`src/rtl/id_ex_stage.sv`:
```
// ID/EX pipeline register for the RV32 core: forwards operands at capture,
// decodes ALU control, and hands off to the ALU under a valid/ready handshake.
module id_ex_stage #(
  parameter int n = 32
) (
  input  logic         clk,
  input  logic         rst,
  input  logic         in_valid,
  output logic         in_ready,
  input  logic [n-1:0] rs1_data,
  input  logic [n-1:0] rs2_data,
  input  logic [n-1:0] imm,
  input  logic [4:0]   rs1_addr,
  input  logic [4:0]   rs2_addr,
  input  logic [4:0]   rd_addr,
  input  logic [1:0]   alu_op,
  input  logic [2:0]   funct3,
  input  logic         funct7_5,
  input  logic         alu_src,
  input  logic         reg_write,
  input  logic         flush,
  input  logic [4:0]   exm_rd,
  input  logic         exm_we,
  input  logic [n-1:0] exm_val,
  input  logic [4:0]   wb_rd,
  input  logic         wb_we,
  input  logic [n-1:0] wb_val,
  output logic         out_valid,
  input  logic         out_ready,
  output logic [n-1:0] op_a,
  output logic [n-1:0] op_b,
  output logic [n-1:0] store_data,
  output logic [3:0]   alu_sel,
  output logic [4:0]   rd_out,
  output logic         reg_write_out
);

  logic         r_valid;
  logic [n-1:0] r_op_a, r_op_b, r_store;
  logic [3:0]   r_sel;
  logic [4:0]   r_rd;
  logic         r_rw;

  logic         w_capture;
  logic [n-1:0] w_rs1_fwd, w_rs2_fwd;
  logic [3:0]   w_sel;

  assign in_ready  = !r_valid || out_ready;
  assign w_capture = in_valid && in_ready && !flush;

  // EX/MEM is the younger result, so it wins over MEM/WB; x0 is never forwarded.
  always_comb begin
    w_rs1_fwd = rs1_data;
    if (rs1_addr != 5'd0 && exm_we && exm_rd == rs1_addr)     w_rs1_fwd = exm_val;
    else if (rs1_addr != 5'd0 && wb_we && wb_rd == rs1_addr)  w_rs1_fwd = wb_val;
  end

  always_comb begin
    w_rs2_fwd = rs2_data;
    if (rs2_addr != 5'd0 && exm_we && exm_rd == rs2_addr)     w_rs2_fwd = exm_val;
    else if (rs2_addr != 5'd0 && wb_we && wb_rd == rs2_addr)  w_rs2_fwd = wb_val;
  end

  // funct7_5 only selects sub for register-register ops; addi has imm bits there.
  always_comb begin
    w_sel = 4'b1111;
    case (alu_op)
      2'b00: w_sel = 4'b0010;
      2'b01: w_sel = 4'b0110;
      2'b10: begin
        case (funct3)
          3'b000:  w_sel = (!alu_src && funct7_5) ? 4'b0110 : 4'b0010;
          3'b111:  w_sel = 4'b0000;
          3'b110:  w_sel = 4'b0001;
          default: w_sel = 4'b1111;
        endcase
      end
      default: w_sel = 4'b1111;
    endcase
  end

  always_ff @(posedge clk or posedge rst) begin
    if (rst) begin
      r_valid <= 1'b0;
      r_op_a  <= '0;
      r_op_b  <= '0;
      r_store <= '0;
      r_sel   <= 4'b0000;
      r_rd    <= 5'd0;
      r_rw    <= 1'b0;
    end else if (flush) begin
      r_valid <= 1'b0;
    end else if (w_capture) begin
      r_valid <= 1'b1;
      r_op_a  <= w_rs1_fwd;
      r_op_b  <= alu_src ? imm : w_rs2_fwd;
      r_store <= w_rs2_fwd;
      r_sel   <= w_sel;
      r_rd    <= rd_addr;
      r_rw    <= reg_write;
    end else if (out_ready) begin
      r_valid <= 1'b0;
    end
  end

  assign out_valid     = r_valid;
  assign op_a          = r_op_a;
  assign op_b          = r_op_b;
  assign store_data    = r_store;
  assign alu_sel       = r_sel;
  assign rd_out        = r_rd;
  assign reg_write_out = r_rw && r_valid;

endmodule
```
`config.mk`:
```
export PLATFORM = sky130hd
export DESIGN_NAME = id_ex_stage
export DESIGN_NICKNAME = d
export VERILOG_FILES = /design/src/rtl/id_ex_stage.sv
export SDC_FILE = /design/constraint.sdc
export NUM_CORES = 1
export LEC_CHECK = 0
export BUFFER_PORTS_ARGS = -buffer_cell sky130_fd_sc_hd__buf_2
export CORE_ASPECT_RATIO = 0.7
export CORE_MARGIN = 2
export CORE_UTILIZATION = 40
export CTS_BUF_LIST = sky130_fd_sc_hd__clkbuf_16
export DETAILED_ROUTE_END_ITERATION = 8
export GPL_TIMING_DRIVEN = 0
export PLACE_DENSITY = 0.69
export SYNTH_ARGS = -nofsm -noshare
export SYNTH_HDL_FRONTEND = slang
export SYNTH_SLANG_ARGS = --single-unit
export TNS_END_PERCENT = 30
```
`constraint.sdc`:
```
create_clock -name clk -period 5.8 [get_ports clk]
set_input_delay 0 -clock clk [delete_from_list [all_inputs] [get_ports clk]]
set_output_delay 0 -clock clk [all_outputs]
set_load 0.1 [all_outputs]
```
Word-level counts from Yosys, hierarchy flattened
Index checks and enable logic that the tools add are counted.
{"block": "word_totals", "output_inout_bits": 108, "inputBits": 200, "word_cells": 49, "regBits": 107}
{"block": "classes", "mux": 11, "eq_ne": 8, "bitwise_logic": 1, "reduce_logical": 22}
{"cell": "32-bit two-way mux", "n": 5}
{"cell": "4-bit one-hot mux with 3 select lines", "n": 2}
{"cell": "5-bit == test", "n": 4}
{"cell": "1-bit logical AND", "n": 12}
{"cell": "5-bit nonzero test", "n": 2}
{"cell": "3-bit == test (second input constant)", "n": 2}
{"cell": "1-bit zero test", "n": 3}
{"cell": "3-bit zero test", "n": 1}
{"cell": "1-bit two-way mux", "n": 3}
{"cell": "3-bit two-way mux", "n": 1}
{"cell": "3-bit nonzero test", "n": 1}
{"cell": "2-bit by 1-bit == test with 1-bit output (second input constant)", "n": 1}
{"cell": "2-bit == test (second input constant)", "n": 1}
{"cell": "2-bit zero test", "n": 1}
{"cell": "2-bit AND reduction", "n": 1}
{"cell": "1-bit logical OR", "n": 1}
{"cell": "1-bit inverter", "n": 1}

Longest topological paths before layout
{"block": "logic_depth", "ltp_word": 6, "mapped_depth": 7}

Worst setup path after synthesis
Ideal clock, no wire load.
{"block": "synth_timing", "path_type": "register -> register", "from": "register r_valid (netlist: out_valid)", "to": "register r_op_b[4] (netlist: op_b[4])", "setup_ns": 0.092, "t_arrival_ns": 2.738, "path_stages_with_launch": 8, "setup_slack_ns": 2.970, "path_buffers": 2, "synth_period_minus_slack_ns": 2.830, "cell_sequence": "dfrtp_1 -> nor2b_1 -> inv_1 -> nand3b_1 -> clkbuf_1 -> clkbuf_1 -> a21oi_1 -> o31ai_2"}
{"block": "synth_between", "elab_chain_len": 5}
{"item": "start: declaration", "line": "38", "source": "logic r_valid;"}
{"item": "start signal: assignment", "line": "84", "source": "r_valid <= 1'b0;"}
{"item": "start signal: assignment", "line": "92", "source": "r_valid <= 1'b0;"}
{"item": "start signal: assignment", "line": "94", "source": "r_valid <= 1'b1;"}
{"item": "1-bit zero test", "line": "48", "source": "assign in_ready = !r_valid || out_ready;"}
{"item": "1-bit logical OR", "line": "48"}
{"item": "named net in_ready", "line": "9", "source": "output logic in_ready,"}
{"item": "1-bit logical AND (2 in series)", "line": "49", "source": "assign w_capture = in_valid && in_ready && !flush;"}
{"item": "2-bit AND reduction (no line)"}
{"item": "end signal: assignment", "line": "96", "source": "r_op_b <= alu_src ? imm : w_rs2_fwd;"}
{"item": "end: declaration", "line": "39", "source": "logic [n-1:0] r_op_a, r_op_b, r_store;"}
The timed path passes the listed nets, and every way through them passes these cells.
A chain may end at the register's enable or synchronous reset.

Final worst setup path
{"block": "layout_timing", "from": "register r_valid (netlist: out_valid)", "to": "register r_op_a[7] (netlist: op_a[7])"}
{"block": "layout_between", "elab_chain_len": 5}
{"item": "1-bit zero test", "line": "48"}
{"item": "1-bit logical OR", "line": "48"}
{"item": "1-bit logical AND (2 in series)", "line": "49"}
{"item": "2-bit AND reduction (no line)"}
{"item": "end signal: assignment", "line": "95", "source": "r_op_a <= w_rs1_fwd;"}
{"item": "end: declaration", "line": "39"}
No other way between the ends.

==> results.yml <==
logic_synthesis:
  synthesis.yosys.warnings: 0
  synthesis.area_per_instance_sq_um: 9.89
  synth_top_area_cell: "sky130_fd_sc_hd__dfrtp_1"
  synth-seq-area-share_pct: 43.0
  synth-async-reset-ratio_pct: 100
  synth_flop_cell: "sky130_fd_sc_hd__dfrtp_1"
  post_synth_instance_area_sq_um: 6230
  count_of_different_cell_masters_after_synthesis: 41
  synth-seq-cells: 107
  number_of_enable_type_register_cells_in_the_synthesized_netlist: 0
  synth_nets: 830
  syn_inst: 630
  ys_top_cells_by_area: "sky130_fd_sc_hd__dfrtp_1, sky130_fd_sc_hd__and3_1, sky130_fd_sc_hd__a221oi_2"
  post-synth-top-area-fraction_pct: 43.0
clock_network:
  cts_num_sinks: 107
  clock_buffer_depth: 2
  clk_transition_reported_paths_ps: 80
  cts_made_buffers: 9
  clock_tree.htree_level_count: 3
  cts.repair.resized: 0
  cts.root.buffer_cell: "sky130_fd_sc_hd__clkbuf_16"
  tritoncts: "yes"
  clock_latency_ps: 340
drt:
  via_per_inst: 5.50
  routed-via-count: 7008
  first_pass_iters: 4
  avgRoutedWirePerCell_microns: 20.2
  drt_wl_total_microns: 25700
  detail_route.iter0.violations: 538
  route.antenna.remaining_nets: 0
  number_of_remaining_drc_errors: 0
cells_and_area:
  fin_util_pct: 62.2
  area_growth_pct: 53.2
  drive_gt1_share_pct: 36.7
  post-route-cell-area_sq_um: 9550
  fillers: 1338
  stdcell_count: 1275
  finalNetCount: 1268
critical_path:
  critical_path.reg2reg.endpoint: "op_a[7]"
  timing.critical_path.required_ps: 6080
  critical_path_arrival_ps: 3570
  crit_fanout: 10
  reg2regPathDepth: 7
  critPathSlowestCell: "sky130_fd_sc_hd__nor3b_2"
  kind_of_launch_point_of_the_worst_setup_path: "register"
  crit_family: "buffers and inverters"
  cp_cell_sequence: "nor2b_1, nor3b_2, clkbuf_1, nand2_1, buf_1, o221ai_1, dlygate4sd3_1"
  r2r-start: "out_valid"
  crit_path_end_kind: "register"
  worst-path-stages: 7
  reg2reg_setup_slack_ps: 2510
  critPathBufInv: 3
  critPathKind: "register to register"
  critPathMaxStageDelay_ps: 590
  startpoint: "out_valid"
  setup.worst_path.end: "op_a[7]"
placed_design:
  globalplace.congestion: 0.912
  placement.cell_area_sq_um: 8050
  placedCellCount: 1138
  place.detailed.hpwl_microns: 18200
  port-buffer-count: 307
global_route:
  grt_max_degree: 63
  grt_antenna_before_repair: 3
  wire_length_of_the_first_global_routing_pass_microns: 39300
  globalRouteOverflowTotal: 0
  groute.usage.overall_pct: 30.4
  grt_pass1_vias: 7308
power:
  vdd_ir_max_uv: 212
  share_of_power_burned_in_registers_pct: 29.9
  switching_power_as_a_share_of_total_power_pct: 50.5
  power.net_switching_mw: 1.58
  power.share.combinational_pct: 49.6
  cellPowerDensity_nw_per_um2: 327
  clkPwrFrac_pct: 20.4
  power_report.internal_total_mw: 1.55
  power.total_mw: 3.12
  power.static_leakage_nw: 4.77
worst_hold_path:
  min-delay-path-class: "input pin to register"
status:
  status: "finished, final reports clean"
floorplan:
  die_span_y_microns: 108
  die_width_microns: 153
  core.rowCount: 38
  initial_core_util_pct: 40.6
  die_footprint_sq_um: 16600
  ios: 308
  core_region_area_sq_um: 15400
timing:
  setup_viol_count_final: 0
  final.period_utilization_pct: 56.8
  timing_max_transition_violations_final: 0
  timing.final.crit_period_ps: 3290
  slew_headroom_pct: 44.7
  max_clock_freq_mhz: 304
  timing_hold_violations_final: 0
  grt_setup_unrepaired: "false"
  tns_ps: 0
  max_clock_skew_ps: 7.31
  worst_slew_pin_slew_ps: 829
run:
  timing.max_cap.violations: 0
-- cells in the final DEF (no fill, tap or decap), types with 3 or more instances in the layout --
cell                            synthesis  final
sky130_fd_sc_hd__buf_12                 3      3
sky130_fd_sc_hd__a221oi_4               5      5
sky130_fd_sc_hd__nand2_1               89     89
sky130_fd_sc_hd__clkbuf_1              34     34
sky130_fd_sc_hd__o31ai_2               15     15
sky130_fd_sc_hd__dfrtp_1              107    107
sky130_fd_sc_hd__nor2_1                40     40
sky130_fd_sc_hd__inv_1                 35     34
sky130_fd_sc_hd__and3_1                63     63
sky130_fd_sc_hd__a221oi_2              25     25
sky130_fd_sc_hd__mux2i_1               32     32
sky130_fd_sc_hd__o221ai_1              32     32
sky130_fd_sc_hd__clkbuf_16              0      9
sky130_fd_sc_hd__nand4_1                4      4
sky130_fd_sc_hd__o21ai_0                6      6
sky130_fd_sc_hd__dlygate4sd3_1          0    119
sky130_fd_sc_hd__buf_4                  3      3
sky130_fd_sc_hd__o31ai_1               49     49
sky130_fd_sc_hd__buf_6                  6      6
sky130_fd_sc_hd__buf_1                  3      3
sky130_fd_sc_hd__xnor2_1               17     17
sky130_fd_sc_hd__a21oi_1               33     33
sky130_fd_sc_hd__buf_2                  5    312
-- registers in the layout, summed over array words and instances (netlist names) --
signal,cells
rd_out,5
store_data,32
op_b,32
alu_sel,4
r_rw,1
op_a,32
out_valid,1
-- repair_timing --
| item | in CTS | in global routing |
|---|---|---|
| endpoints found under the hold margin | 117 | 0 |
| setup buffers | 0 | 0 |
| hold buffers | 119 | 0 |
-- logic make-up (layout without fill, tap and decap cells) --
kind of cell           after synthesis  after routing  synth area share, %
other                                0              2                    0
AND/OR/NAND/NOR                    213            213                 16.5
flip-flops                         107            107                 43.0
multiplexers                        32             32                 5.14
AO/OA/AOI/OAI                      169            169                 25.3
XOR/XNOR                            20             20                 2.93
buffers and inverters               89            532                 7.15
-- power groups by stage --
| stage | Clock (mW) | Sequential [mW] | Combinational [mW] |
|---|---|---|---|
| after floorplan | 0 | 1.82 | 0.255 |
| after global placement | 0 | 0.944 | 1.43 |
| after detailed placement | 0 | 0.942 | 1.45 |
| after CTS | 0.651 | 0.930 | 1.54 |
| after global routing | 0.674 | 0.949 | 1.61 |
| final | 0.638 | 0.934 | 1.55 |
-- through the flow --
step / setup slack, ps / hold WS (ps)
final: 2510 / 11.1
after global routing: 2360 / 8.49
after CTS: 2590 / 3.70
after detailed placement: 3130 / 132
after global placement: 1510 / 194
after floorplan: 2970 / 66.4
-- cell type report --
class                   instances  area (sq um)  share of cell area [%]
multi-input cells             434          3110                    32.6
repair buffers                427          2760                    28.9
flip-flops and latches        107          2680                    28.1
plain buffers                  54           314                    3.29
well taps                     200           250                    2.62
clock buffers                   9           225                    2.36
inverters                      35           134                    1.40
clock inverters                 7          76.3                   0.800
diodes                          2          5.00                  0.0524
-- metal layers --
metal,global-route usage [%],wire (microns),vias to the layer above
li1,-,-,3190
met1,38.8,10600,3351
met2,50.4,12000,395
met3,7.33,2230,70
met4,12.0,864,2
met5,0,11,-
-- worst min-delay path, cell delays in order --
cell and delay (ps):
sky130_fd_sc_hd__buf_2 70, sky130_fd_sc_hd__and3_1 150, sky130_fd_sc_hd__a21oi_1 40, sky130_fd_sc_hd__o31ai_1 60
-- worst min path at each step --
stage / from / endpoint / slack, ps / depth (start not counted)
after floorplan: flush / out_valid / 70 / 1
after global placement: flush / out_valid / 190 / 2
after detailed placement: rst / op_b[22] / 130 / 2
after CTS: exm_val[6] / store_data[6] / 4 / 3
after global routing: imm[16] / op_b[16] / 8 / 4
final: imm[16] / op_b[16] / 10 / 4
-- cells in the mapped netlist (all sizes together) (2+ instances only) --
cell    number
dfrtp      107
nand2       89
and3        65
o31ai       64
nor2        41
inv         35
clkbuf      34
a21oi       33
a221oi      32
mux2i       32
o221ai      32
buf         20
xnor2       18
o21ai        6
nand4        4
nand2b       2
nor3         2
or4          2
xor2         2
No activity file was read; power rests on OpenSTA's default activity.
